--- config.mk ---
export PLATFORM = sky130hd
export DESIGN_NAME = pattern_tx
export DESIGN_NICKNAME = d
export VERILOG_FILES = /design/src/rtl/pattern_tx_pkg.sv /design/src/rtl/piso_shift.sv /design/src/rtl/pattern_tx.sv
export SDC_FILE = /design/constraint.sdc
export NUM_CORES = 1
export LEC_CHECK = 0
export CORE_ASPECT_RATIO = 1.2
export CORE_UTILIZATION = 25
export DETAILED_ROUTE_END_ITERATION = 8
export PLACE_DENSITY_LB_ADDON = 0.12
export SETUP_SLACK_MARGIN = 0.02
export SLEW_MARGIN = 20
export SYNTH_ARGS = -nofsm -noshare
export SYNTH_HDL_FRONTEND = slang
export SYNTH_HIERARCHICAL = 1
export SYNTH_SLANG_ARGS = --single-unit
--- constraint.sdc ---
create_clock -name clk -period 2.85 [get_ports clk]
set_input_delay 0.7125 -clock clk [delete_from_list [all_inputs] [get_ports clk]]
set_output_delay 0.7125 -clock clk [all_outputs]
set_load 0.03 [all_outputs]
--- src/rtl/pattern_tx_pkg.sv ---
// Shared constants for the serial pattern transmitter: FSM state codes and
// repetition counter width.
package pattern_tx_pkg;

  localparam logic [1:0] ST_IDLE  = 2'd0;
  localparam logic [1:0] ST_SHIFT = 2'd1;
  localparam logic [1:0] ST_GAP   = 2'd2;
  localparam logic [1:0] ST_DONE  = 2'd3;

  localparam int REP_W = 4;

endpackage

--- src/rtl/piso_shift.sv ---
// Parallel-in serial-out shift register; serial data leaves from the MSB.
module piso_shift #(
  parameter int WIDTH = 8
) (
  input  logic             clk,
  input  logic             rst_n,
  input  logic             load_i,
  input  logic             shift_i,
  input  logic [WIDTH-1:0] din_i,
  output logic             msb_o
);

  logic [WIDTH-1:0] sr_q;

  always_ff @(posedge clk or negedge rst_n) begin
    if (!rst_n)       sr_q <= '0;
    else if (load_i)  sr_q <= din_i;
    else if (shift_i) sr_q <= {sr_q[WIDTH-2:0], 1'b0};
  end

  assign msb_o = sr_q[WIDTH-1];

endmodule

--- src/rtl/pattern_tx.sv ---
// Serial pattern transmitter: loads a pattern + repeat count via valid/ready,
// then shifts it out MSB-first for repeat_cnt+1 repetitions with optional gaps.
module pattern_tx
  import pattern_tx_pkg::*;
#(
  parameter int   WIDTH    = 8,
  parameter int   GAP_LEN  = 0,
  parameter logic IDLE_BIT = 1'b1
) (
  input  logic             clk,
  input  logic             rst_n,
  input  logic             load_valid,
  output logic             load_ready,
  input  logic [WIDTH-1:0] pattern,
  input  logic [REP_W-1:0] repeat_cnt,
  input  logic             abort,
  output logic             dout,
  output logic             dout_valid,
  output logic             busy,
  output logic             done
);

  localparam int BW = $clog2(WIDTH);
  localparam int GW = (GAP_LEN > 0) ? $clog2(GAP_LEN + 1) : 1;
  localparam logic [BW-1:0] BIT_LAST = BW'(WIDTH - 1);
  localparam logic [GW-1:0] GAP_LAST = GW'((GAP_LEN > 0) ? GAP_LEN - 1 : 0);

  logic [1:0]       state_q, state_d;
  logic [BW-1:0]    bit_q, bit_d;
  logic [GW-1:0]    gap_q, gap_d;
  logic [REP_W-1:0] rep_q, rep_d;
  logic [WIDTH-1:0] reload_q, reload_d;
  logic             sr_load, sr_shift, sr_msb;
  logic [WIDTH-1:0] sr_din;

  piso_shift #(.WIDTH(WIDTH)) u_piso (
    .clk     (clk),
    .rst_n   (rst_n),
    .load_i  (sr_load),
    .shift_i (sr_shift),
    .din_i   (sr_din),
    .msb_o   (sr_msb)
  );

  always_comb begin
    state_d  = state_q;
    bit_d    = bit_q;
    gap_d    = gap_q;
    rep_d    = rep_q;
    reload_d = reload_q;
    sr_load  = 1'b0;
    sr_shift = 1'b0;
    sr_din   = reload_q;
    case (state_q)
      ST_IDLE: begin
        if (load_valid) begin
          state_d  = ST_SHIFT;
          bit_d    = '0;
          rep_d    = repeat_cnt;
          reload_d = pattern;
          sr_load  = 1'b1;
          sr_din   = pattern;
        end
      end
      ST_SHIFT: begin
        if (bit_q == BIT_LAST) begin
          bit_d = '0;
          if (rep_q == '0) begin
            state_d = ST_DONE;
          end else begin
            rep_d = rep_q - 1'b1;
            // Without a gap the reload lands on the same edge, so the next
            // repetition's MSB follows the last bit with no bubble.
            if (GAP_LEN > 0) begin
              state_d = ST_GAP;
              gap_d   = '0;
            end else begin
              sr_load = 1'b1;
            end
          end
        end else begin
          bit_d    = bit_q + 1'b1;
          sr_shift = 1'b1;
        end
      end
      ST_GAP: begin
        if (gap_q == GAP_LAST) begin
          gap_d   = '0;
          sr_load = 1'b1;
          state_d = ST_SHIFT;
        end else begin
          gap_d = gap_q + 1'b1;
        end
      end
      default: state_d = ST_IDLE;
    endcase
    if (abort && (state_q != ST_IDLE)) begin
      state_d  = ST_IDLE;
      bit_d    = '0;
      gap_d    = '0;
      rep_d    = '0;
      sr_load  = 1'b0;
      sr_shift = 1'b0;
    end
  end

  always_ff @(posedge clk or negedge rst_n) begin
    if (!rst_n) begin
      state_q  <= ST_IDLE;
      bit_q    <= '0;
      gap_q    <= '0;
      rep_q    <= '0;
      reload_q <= '0;
    end else begin
      state_q  <= state_d;
      bit_q    <= bit_d;
      gap_q    <= gap_d;
      rep_q    <= rep_d;
      reload_q <= reload_d;
    end
  end

  // Outputs decode flops only; no input reaches an output combinationally.
  assign dout       = (state_q == ST_SHIFT) ? sr_msb : IDLE_BIT;
  assign dout_valid = (state_q == ST_SHIFT);
  assign busy       = (state_q != ST_IDLE);
  assign load_ready = (state_q == ST_IDLE);
  assign done       = (state_q == ST_DONE);

endmodule

==> flow_summary_export.csv <==
group,metric,value,unit
status,outcome,"completed",
grt,grt_pass1_wl,4.76,mm
critical_path,path_class,"flip-flop to primary output",
clock_tree,insertion_delay,0.27,ns
logic_synthesis,yosysWarnings,6,
logic_synthesis,ys_types,29,
routing,drt-pass1-iter-count,4,
min_path,min_to,"reload_q[2]",
final_layout,area_delta_synth_final,22.2,%
grt,antenna_found_initial,0,
clock_tree,cts_sinks,25,
logic_synthesis,synth_edf_count,0,
logic_synthesis,synth_commonest_cells,"25 x dfrtp_1, 14 x nand2_1, 10 x o21ai_1, 9 x mux2i_1",
timing,holdWs,0.496,ns
routing,wl_met3,109,um
grt,grt_max_degree,26,
timing,setup_viol,0,
logic_synthesis,syn-mean-instance-area,10.5,um^2
critical_path,r2r_start,"rep_q[0]",
routing,viasPerCell,4.63,
logic_synthesis,ys.flop_type,"dfrtp_1",
timing,layout_min_cycle_time,2.62,ns
die,initial_core_util,26.5,%
placement,place.gp.congestion,0.780,
final_layout,fillers,526,
job,drv_cap,0,
critical_path,crit_path_max_fanout,10,
power_and_ir_drop,powerDensity,645,nW/um^2
routing,vias,964,
timing,max_freq,381,MHz
clock_tree,cts_buffers,3,
final_layout,final_nets,169,
die,num_rows,28,
logic_synthesis,synth_area_leader_cell,"dfrtp_1",
routing,wl,2.79,mm
critical_path,startpoint_type,"flip-flop",
logic_synthesis,synth_nets,146,
routing,wl_met1,1.24,mm
clock_tree,cts_hold_buf,0,
grt,grt_pass1_vias,1052,
clock_tree,cts.repair.resized,0,
timing,max_slew_margin,75.8,%
die,die_area,5600,um^2
timing,hold_violations,0,
logic_synthesis,synth_area_leaders,"dfrtp_1 47%, mux2_4 9.1%, mux2i_1 6.8%",
logic_synthesis,ys_seq_elements,25,
placement,io_buffer_count,20,
logic_synthesis,syn_inst,126,
routing,postRouteAntennaNets,0,
routing,drc,0,
power_and_ir_drop,ir_drop,0.000177,V
clock_tree,cts_tree,"built",
logic_synthesis,yosysSeqAreaShare,47.2,%
clock_tree,root_buffer,"clkbuf_8",
clock_tree,clkTransAtPathRegs,0.08,ns
power_and_ir_drop,leakage,0.710,nW
timing,clock_skew,0.00611,ns
routing,wl_met2,1.39,mm
clock_tree,cts_buffer_depth,2,
critical_path,r2r-end,"u_piso/sr_q[0]",
min_path,hp-start,"reload_q[2]",
min_path,worstHoldPathCells,1,
timing,rsz0062_at_grt,"no",
routing,first_iter_violations,42,
timing,finalSetupTns,0,ns
grt,grt.overflow.total,0,
logic_synthesis,async_flop_share,100,%
critical_path,crit_arrival,1.91,ns
logic_synthesis,netlist_area,1330,um^2
final_layout,num_antenna_cells,0,
critical_path,required,2.14,ns
final_layout,drive_above_1_share,12.2,%
min_path,min_path_type,"flip-flop to flip-flop",
clock_tree,cts_setup_buffers,0,
critical_path,r2r_slack,0.97,ns
clock_tree,htreeDepth,1,
timing,post-route-period-util,92.1,%
routing,maxUsedRoutingLayer,"met4",
routing,avgRoutedWirePerCell,13.4,um
die,fp.dieW,68.5,um
die,core_area,5010,um^2
grt,track_usage,11.6,%
logic_synthesis,synth.most_common_cell,"dfrtp_1",
placement,dp_hpwl,2.06,mm
timing,worst_pin_slew,0.362,ns
logic_synthesis,synth.top_cell.area_share,47.2,%
critical_path,r2r_cells,9,
timing,slew_violations,0,
critical_path,endpoint_kind,"primary output",
die,die_h,81.8,um
die,io_pins,21,
-- per-layer routing --
layer	global-route usage, %	vias up
met3	1.67	4
met1	13.9	460
met2	19.7	20
met5	0	-
li1	-	480
met4	5.83	0
-- registers in the layout, indices dropped and copies added (netlist names) --
name	count
bit_q	3
u_piso/sr_q	8
state_q	2
reload_q	8
rep_q	4
-- critical path, stage by stage (launching register included) --
cell and delay [ns]:
dfrtp_1 0.49, nand2b_1 0.28, inv_2 0.12, nand2b_1 0.09, clkdlybuf4s50_1 0.66
-- logic make-up after synthesis --
family                   after synthesis  synth area share, %
buffers and inverters                 11                 5.47
AO/OA/AOI/OAI                         31                 13.3
flip-flops                            25                 47.2
adder cells (fa/ha/maj)                4                 3.77
multiplexers                          17                 15.8
AND/OR/NAND/NOR                       38                 14.4
-- layout make-up --
class,instances,area [um^2],area share (%)
tap,60,75.1,4.63
timing repair buffer,23,223,13.7
inverter,6,23.8,1.47
clock buffer,4,45.0,2.78
sequential,25,626,38.6
multi-input combinational,90,628,38.8
-- worst max path at each step --
stage	startpoint	endpoint	slack, ns
floorplan	state_q[1]	dout	1.01
global placement	state_q[1]	dout	0.58
detailed placement	state_q[1]	dout	0.53
CTS	state_q[1]	dout	0.21
global route	state_q[1]	dout	0.11
finish	state_q[1]	dout	0.23
-- power by group --
group | internal [mW] | switching, mW | total, mW
combinational | 0.170 | 0.171 | 0.342
sequential | 0.443 | 0.0510 | 0.494
clock | 0.100 | 0.109 | 0.209
-- cell usage in the layout, fill, tap and decap left out, drive strengths merged, types with 2 or more instances in the layout --
master,synthesis,layout
a21oi,5,5
nand2,15,15
nor3b,2,2
inv,5,5
dfrtp,25,25
o21ai,18,18
nor3,3,3
buf,4,3
mux2i,9,9
and3,2,2
mux2,8,8
clkdlybuf4s50,0,20
o211ai,2,2
clkbuf,1,4
ha,4,4
nor2b,4,4
a22oi,2,2
nand2b,4,4
nor2,5,5
-- per-stage QoR --
| stage | setup WS, ns | std cells | power, mW | utilization [%] | cell area (um^2) |
|---|---|---|---|---|---|
| after CTS | 0.207 | 208 | 1.07 | 32.3 | 1620 |
| final | 0.226 | 208 | 1.04 | 32.3 | 1620 |
| after global routing | 0.108 | 208 | 1.13 | 32.3 | 1620 |
| after global placement | 0.576 | 204 | 0.842 | 31.4 | 1580 |
| after floorplan | 1.01 | 126 | 0.736 | - | 1330 |
| after detailed placement | 0.529 | 204 | 0.846 | 31.4 | 1580 |
No activity file was read; power rests on OpenSTA's default activity.
